File: src/rtl/if_stage_if.sv
// Bundle of if_stage signals: redirects, imem fetch port and IF/ID outputs.
// master = fetch stage, slave = hazard/decode/imem side.
interface if_stage_if;
    logic        stall;
    logic        br_taken;
    logic [31:0] br_target;
    logic        jmp;
    logic [31:0] jmp_target;
    logic [31:0] imem_addr;
    logic [31:0] imem_inst;
    logic [31:0] ifid_inst;
    logic [31:0] ifid_pc4;
    logic        ifid_valid;
    logic [31:0] fetch_cnt;
    logic [31:0] stall_cnt;

    modport master (
        input  stall, br_taken, br_target, jmp, jmp_target, imem_inst,
        output imem_addr, ifid_inst, ifid_pc4, ifid_valid, fetch_cnt, stall_cnt
    );

    modport slave (
        output stall, br_taken, br_target, jmp, jmp_target, imem_inst,
        input  imem_addr, ifid_inst, ifid_pc4, ifid_valid, fetch_cnt, stall_cnt
    );
endinterface

File: src/rtl/if_stage.sv
// Instruction fetch stage: PC register, next-PC select and IF/ID register.
// Define IF_STAGE_PERF_CNT_EN to build the saturating fetch/stall counters.
module if_stage #(
    parameter logic [31:0] RESET_PC = 32'h0000_0000,
    parameter logic [31:0] NOP_INST = 32'h0000_0000
) (
    input logic         clk,
    input logic         rst_n,
    if_stage_if.master  bus
);

    logic [31:0] pc;
    logic [31:0] pc4;
    logic [31:0] pc_nxt;
    logic [31:0] br_tgt;
    logic [31:0] jmp_tgt;
    logic        redirect;

    logic [31:0] ifid_inst;
    logic [31:0] ifid_pc4;
    logic        ifid_valid;

    assign pc4      = pc + 32'd4;
    assign br_tgt   = bus.br_target  & 32'hFFFF_FFFC;
    assign jmp_tgt  = bus.jmp_target & 32'hFFFF_FFFC;
    assign redirect = bus.br_taken | bus.jmp;

    // Branch is older than the jump, so it wins; any redirect beats stall.
    always_comb begin
        pc_nxt = pc4;
        if (bus.br_taken)
            pc_nxt = br_tgt;
        else if (bus.jmp)
            pc_nxt = jmp_tgt;
        else if (bus.stall)
            pc_nxt = pc;
    end

    always_ff @(posedge clk or negedge rst_n) begin
        if (!rst_n)
            pc <= RESET_PC;
        else
            pc <= pc_nxt;
    end

    always_ff @(posedge clk or negedge rst_n) begin
        if (!rst_n) begin
            ifid_inst  <= NOP_INST;
            ifid_pc4   <= 32'h0;
            ifid_valid <= 1'b0;
        end else if (redirect) begin
            ifid_inst  <= NOP_INST;
            ifid_pc4   <= 32'h0;
            ifid_valid <= 1'b0;
        end else if (!bus.stall) begin
            ifid_inst  <= bus.imem_inst;
            ifid_pc4   <= pc4;
            ifid_valid <= 1'b1;
        end
    end

    assign bus.imem_addr  = pc;
    assign bus.ifid_inst  = ifid_inst;
    assign bus.ifid_pc4   = ifid_pc4;
    assign bus.ifid_valid = ifid_valid;

`ifdef IF_STAGE_PERF_CNT_EN
    logic [31:0] fetch_q;
    logic [31:0] stall_q;
    logic        fetch_ev;
    logic        stall_ev;

    assign fetch_ev = !redirect && !bus.stall;
    assign stall_ev = bus.stall && !redirect;

    always_ff @(posedge clk or negedge rst_n) begin
        if (!rst_n) begin
            fetch_q <= 32'h0;
            stall_q <= 32'h0;
        end else begin
            if (fetch_ev && (fetch_q != 32'hFFFF_FFFF))
                fetch_q <= fetch_q + 32'd1;
            if (stall_ev && (stall_q != 32'hFFFF_FFFF))
                stall_q <= stall_q + 32'd1;
        end
    end

    assign bus.fetch_cnt = fetch_q;
    assign bus.stall_cnt = stall_q;
`else
    assign bus.fetch_cnt = 32'h0;
    assign bus.stall_cnt = 32'h0;
`endif

endmodule

File: src/flat_wrapper.sv
// flat-port wrapper written by rule: the top's interface ports become plain ports
module if_stage_flat 
#(
    parameter logic [31:0] RESET_PC = 32'h0000_0000,
    parameter logic [31:0] NOP_INST = 32'h0000_0000
)
  (clk, rst_n, bus_stall, bus_br_taken, bus_br_target, bus_jmp, bus_jmp_target, bus_imem_inst, bus_imem_addr, bus_ifid_inst, bus_ifid_pc4, bus_ifid_valid, bus_fetch_cnt, bus_stall_cnt);
  if_stage_if bus_i ();
  input logic clk;
  input logic rst_n;
  input wire logic [$bits(bus_i.stall)-1:0] bus_stall;
  input wire logic [$bits(bus_i.br_taken)-1:0] bus_br_taken;
  input wire logic [$bits(bus_i.br_target)-1:0] bus_br_target;
  input wire logic [$bits(bus_i.jmp)-1:0] bus_jmp;
  input wire logic [$bits(bus_i.jmp_target)-1:0] bus_jmp_target;
  input wire logic [$bits(bus_i.imem_inst)-1:0] bus_imem_inst;
  output wire logic [$bits(bus_i.imem_addr)-1:0] bus_imem_addr;
  output wire logic [$bits(bus_i.ifid_inst)-1:0] bus_ifid_inst;
  output wire logic [$bits(bus_i.ifid_pc4)-1:0] bus_ifid_pc4;
  output wire logic [$bits(bus_i.ifid_valid)-1:0] bus_ifid_valid;
  output wire logic [$bits(bus_i.fetch_cnt)-1:0] bus_fetch_cnt;
  output wire logic [$bits(bus_i.stall_cnt)-1:0] bus_stall_cnt;
  assign bus_i.stall = bus_stall;
  assign bus_i.br_taken = bus_br_taken;
  assign bus_i.br_target = bus_br_target;
  assign bus_i.jmp = bus_jmp;
  assign bus_i.jmp_target = bus_jmp_target;
  assign bus_i.imem_inst = bus_imem_inst;
  assign bus_imem_addr = bus_i.imem_addr;
  assign bus_ifid_inst = bus_i.ifid_inst;
  assign bus_ifid_pc4 = bus_i.ifid_pc4;
  assign bus_ifid_valid = bus_i.ifid_valid;
  assign bus_fetch_cnt = bus_i.fetch_cnt;
  assign bus_stall_cnt = bus_i.stall_cnt;
  if_stage #(.RESET_PC(RESET_PC), .NOP_INST(NOP_INST)) u_core (.clk(clk), .rst_n(rst_n), .bus(bus_i));
endmodule
File: config.mk
export PLATFORM = sky130hd
export DESIGN_NAME = if_stage_flat
export DESIGN_NICKNAME = d
export VERILOG_FILES = /design/src/rtl/if_stage_if.sv /design/src/rtl/if_stage.sv /design/src/flat_wrapper.sv
export SDC_FILE = /design/constraint.sdc
export NUM_CORES = 1
export LEC_CHECK = 0
export ABC_AREA = 1
export CAP_MARGIN = 30
export CORE_AREA = 10 10 93 156
export CTS_CLUSTER_SIZE = 10
export DETAILED_ROUTE_END_ITERATION = 8
export DIE_AREA = 0 0 103 166
export HOLD_SLACK_MARGIN = 0.08
export PLACE_DENSITY = 0.87
export REMOVE_ABC_BUFFERS = 1
export SLEW_MARGIN = 20
export SYNTH_ARGS = -nofsm -noshare
export SYNTH_HDL_FRONTEND = slang
export SYNTH_SLANG_ARGS = --single-unit
File: constraint.sdc
create_clock -name clk -period 4.55 [get_ports clk]
set_clock_uncertainty 0.05 [all_clocks]
set_input_delay 0.91 -clock clk [delete_from_list [all_inputs] [get_ports clk]]
set_output_delay 0.91 -clock clk [all_outputs]
set_load 0.03 [all_outputs]
### Word level (Yosys, flattened, before mapping)

Cells that the tools add are included.

* flip-flop bits (word level): 97
* bits in latches: 0
* memory bits (writable): 0
* ROM bits: 0
* bits of input ports: 101
* output and inout port bits: 161
* word-level logic and storage cells: 16
* memories: 0

* add/subtract/negate cells: 1
* multipliers: 0
* div/mod/pow operators: 0
* magnitude comparators: 0
* eq/ne operators: 2
* shift-type cells: 0
* muxes and demuxes: 8
* bitwise gates (word level): 1
* reduce and logical (&&, ||, !) cells: 0

Operators by type and width (count)
* $mux 32: 6
* $add 32x3->32 const B: 1
* $ne 3x1->1 const B: 1
* $mux 1: 2
* $ne 2x1->1 const B: 1
* $or 1x1->1: 1

### Depth between registers and ports, before layout

* depth in word-level cells: 4
* gate-level depth with buffers: 10
* gate-level depth less buffers: 10

### Least setup slack after synthesis

Ideal clock, no wire load.

* path kind: input port to flip-flop
* start point: input bus_jmp
* end point: register u_core.pc[26], in the netlist u_core.bus.imem_addr[26]
* setup time: 0.129 ns
* data arrival time: 1.746 ns
* required time: 4.371 ns
* path slack: 2.625 ns
* stages on the path: 7
* path buffers: 1
* cell sequence: inv_1 -> nand2_2 -> nor2_2 -> clkinv_1 -> clkbuf_1 -> nor2_1 -> a21oi_1

* word-level cells in the longest chain between the ends: 2
* elaborated cells on any way between the ends: 3
* those cells by class: eq/ne (1); mux (2)

Ends and longest elaborated chain
* start: declaration: RTL line flat_wrapper.sv:14 `input wire logic [$bits(bus_i.jmp)-1:0] bus_jmp;`
* $mux 32: RTL line if_stage.sv:33 `else if (bus.jmp)`
* $mux 32: RTL line if_stage.sv:31 `if (bus.br_taken)`
* end signal: assignment: RTL line if_stage.sv:43 `pc <= pc_nxt;`
* end: declaration: RTL line if_stage.sv:12 `logic [31:0] pc;`

Several ways; a longest one is shown, not always the timed one.
A chain may end at the register's enable or synchronous reset.

### Worst setup path in the final report

* start point: input bus_br_taken
* end point: register u_core.pc[3], in the netlist u_core.bus.imem_addr[3]

* word-level cells in the longest chain between the ends: 1
* elaborated cells on any way between the ends: 2
* those cells by class: eq/ne (1); mux (1)

Ends and longest elaborated chain
* start: declaration: RTL line flat_wrapper.sv:12 `input wire logic [$bits(bus_i.br_taken)-1:0] bus_br_taken;`
* $ne 3x1->1 (no line) or $mux 32 (tied branches)

Several ways; a longest one is shown, not always the timed one.

==> results by group <==
Floorplanning
  • Die area: roughly 17,000 µm²
  • Initial core utilization: a little over two fifths
  • Die Y: roughly 170 µm
  • Ports: 262
  • Core area: around 12,000 µm²
  • Row count: 53
  • Die Wd: between 100 and 150 µm

Detailed routing
  • Vias: roughly 4,600
  • Drt drc: 0
  • DRT iter0 DRCs: 150
  • Routed wire per std cell: 17.98 µm
  • Drt first pass iters: 4
  • Via density: 5.008
  • Drt total wl: around 16,000 µm
  • Post-DRT Antenna Nets: 0

Clocking
  • CTS root buffer: clkbuf_16
  • CTS Buf Count: 9
  • Sink Count: 93
  • Clock Tree Buf Depth: 2
  • CTS Hold Bufs: 0
  • Post-CTS Resized: 0
  • Clk pin slew, worst setup/hold paths: about 60 ps
  • Post-CTS setup buffer count: 0
  • H-tree levels: 3
  • Clk_lat worst skew: 340 ps
  • TritonCTS clock tree: yes

Cells and area
  • Antenna fix cells: 0
  • Proportion of layout cells with a drive suffix above 1: ~5.5%
  • Fillers: 1,055
  • Net count reported at finish: 877
  • Area of the multi-input gates: roughly 2300 µm²
  • Register Area: 2327 µm²
  • Finished Core Util: roughly three fifths
  • Area growth syn-to-layout: 40.26%

Placed design
  • Post-DP HPWL: about 13,000 µm
  • GP Congestion: roughly 0.89
  • Place WS: around 1500 ps
  • Port buffer count: 189

Synthesis
  • Complex-gate fraction of the synthesized area: about 17%
  • Most common cell in the netlist: nand2_1
  • Fraction of synthesized area in multiplexers: 0%
  • Mapped cell area: 5085 µm²
  • Post-synth top cells: nand2_1, dfrtp_1, buf_4
  • Distinct cells, synth: 30
  • Mapped Cells: about 600
  • Synth top area share: 45.77%
  • Yosys warns: 0
  • #FFs+latches synth: slightly above 90
  • Largest family of logic cells by synthesized area: simple AND/OR/NAND/NOR gates
  • Post-synth EDFFs: 0
  • Asr flop ratio synth: 100.0%
  • Area share of fa/ha/maj cells after synthesis: less than 1%
  • Xor/xnor share of the synthesized area: under 10%
  • Area contributors post-synth: dfrtp_1, buf_4, nand2_1
  • Main synth FF type: dfrtp_1
  • Register area share after synthesis: 45.77%
  • Post-synth top area cell: dfrtp_1
  • Syn avg cell area: between 8 and 9 µm²
  • Simple-Gate Fraction of Synth Area: about 21%

Hold path
  • Min-Delay Path Class: flip-flop to flip-flop

Global routing
  • GR Overflow Total: 0
  • First-pass GRT wire length: approximately 25,000 µm
  • Vias in the first global route: around 4,900
  • Antenna violations before repair: 0
  • Total GRT Usage: 18.76%
  • Largest net degree at the start of global routing: between 100 and 150

Worst setup path
  • Crit Path Class: primary input to flip-flop
  • Crit-path leading delay family: buffers and inverters
  • Worst-path maximum fanout: 26
  • Critical Path RT: 4710 ps
  • Slowest cell on crit path: clkinv_1
  • Worst Path Arrival: 2830 ps
  • Crit path launch type: primary input
  • CP Capture Type: flip-flop
  • Worst path buffer plus inverter count: 3
  • Worst-path cell chain: clkdlybuf4s50_1, inv_1, nand2_2, nor2_4, clkinv_1, nor2_1, a21oi_1
  • CP max stage delay: approximately 700 ps

Timing
  • Achievable frequency: 375.6 MHz
  • Final worst path period need: between 2000 and 3000 ps
  • Slew headroom: between 40% and 50%
  • Final Worst Setup Slack: 1888 ps
  • Post-route clock period utilization: 58.51%
  • Setup TNS: 0 ps
  • Final Hold Vio Count: 0
  • Worst slew pin tran: between 800 and 900 ps
  • Count of final setup violators: 0
  • Max-slew violations: 0
  • RSZ-0062 raised after global routing: false

Flow run
  • Max-cap violations: 0

Power
  • VDD IR max: 0.2006 mV
  • PD cells: around 330 nW/µm²
  • Leak pwr: 0.003166 µW

Outcome
  • Status: complete, no violations
-- tightest hold or removal path, delay by kind of cell (launching register included) --
kind	cells	cell delay, ps
flops	1	340
simple gates	1	50
compound gates	1	60
-- layout by cell type, fill, tap and decap left out, types with 9 or more instances in the layout --
cell type	count
a22o_1	32
o21ai_0	18
a221oi_1	23
nand2_1	142
nor2_1	60
nand3_1	12
a21oi_1	30
inv_1	24
o21ai_1	14
dfrtp_1	93
conb_1	68
clkbuf_16	9
clkdlybuf4s50_1	188
-- report_power, final --
group | switching (µW) | leakage, µW | internal [µW]
Combinational | 368 | 0.00180 | 237
Clock | 311 | 0.000147 | 482
Sequential | 71.1 | 0.00121 | 884
Total | 750 | 0.00317 | 1600
-- path summary, 6_finish.rpt --
| check | start | endpoint | slack, ps | cells after the start |
|---|---|---|---|---|
| min reg2reg | u_core.bus.ifid_pc4[7]$_DFFE_PN0P_ | u_core.bus.ifid_pc4[7]$_DFFE_PN0P_ | 430 | 2 |
| max in group asynchronous | rst_n | u_core.bus.imem_addr[27]$_DFFE_PN0P_ | 2920 | 2 |
| max | bus_br_taken | u_core.bus.imem_addr[3]$_DFFE_PN0P_ | 1890 | 7 |
| max reg2reg | u_core.bus.imem_addr[2]$_DFFE_PN0P_ | u_core.bus.ifid_pc4[24]$_DFFE_PN0P_ | 2690 | 9 |
| min | u_core.bus.ifid_pc4[7]$_DFFE_PN0P_ | u_core.bus.ifid_pc4[7]$_DFFE_PN0P_ | 430 | 2 |
| min in group asynchronous | rst_n | u_core.bus.ifid_pc4[20]$_DFFE_PN0P_ | 570 | 1 |
-- registers in the layout, summed over array words and instances, names as in the netlist --
name and cells:
u_core.bus.ifid_pc4 30, u_core.bus.ifid_valid 1, u_core.bus.ifid_inst 32, u_core.bus.imem_addr 30
-- logic make-up (layout without fill, tap and decap cells) --
| group | count (synthesis) | count (layout) |
|---|---|---|
| AO/OA/AOI/OAI | 125 | 125 |
| flip-flops | 93 | 93 |
| buffers and inverters | 121 | 237 |
| AND/OR/NAND/NOR | 244 | 244 |
| XOR/XNOR | 12 | 12 |
| other | 1 | 68 |
| adder cells (fa/ha/maj) | 1 | 1 |
-- cell type report --
class	instances	area share [%]
Sequential cell	93	32.63
Multi-Input combinational cell	450	32.02
Timing Repair Buffer	194	27.19
Clock buffer	12	3.316
Tap cell	137	2.404
Inverter	27	1.421
Clock inverter	4	1.018
-- metrics by stage --
stage	power (µW)	area, µm²	hold slack (ps)	cells
finish	2353	7132	434.3	917
detailed placement	1577	6823	423.3	901
CTS	2367	7132	438.4	917
global placement	1569	6823	416.7	901
global route	2454	7132	453.9	917
floorplan	1284	4702	564.4	570
-- per-layer routing --
metal	vias up	track usage, %	wire length, µm
met5	-	0	0
met4	0	5.532	339
met3	23	6.789	1630
met2	196	34.70	8833
met1	2163	18.45	5687
li1	2210	-	-
Power figures use the tool's default switching activity.
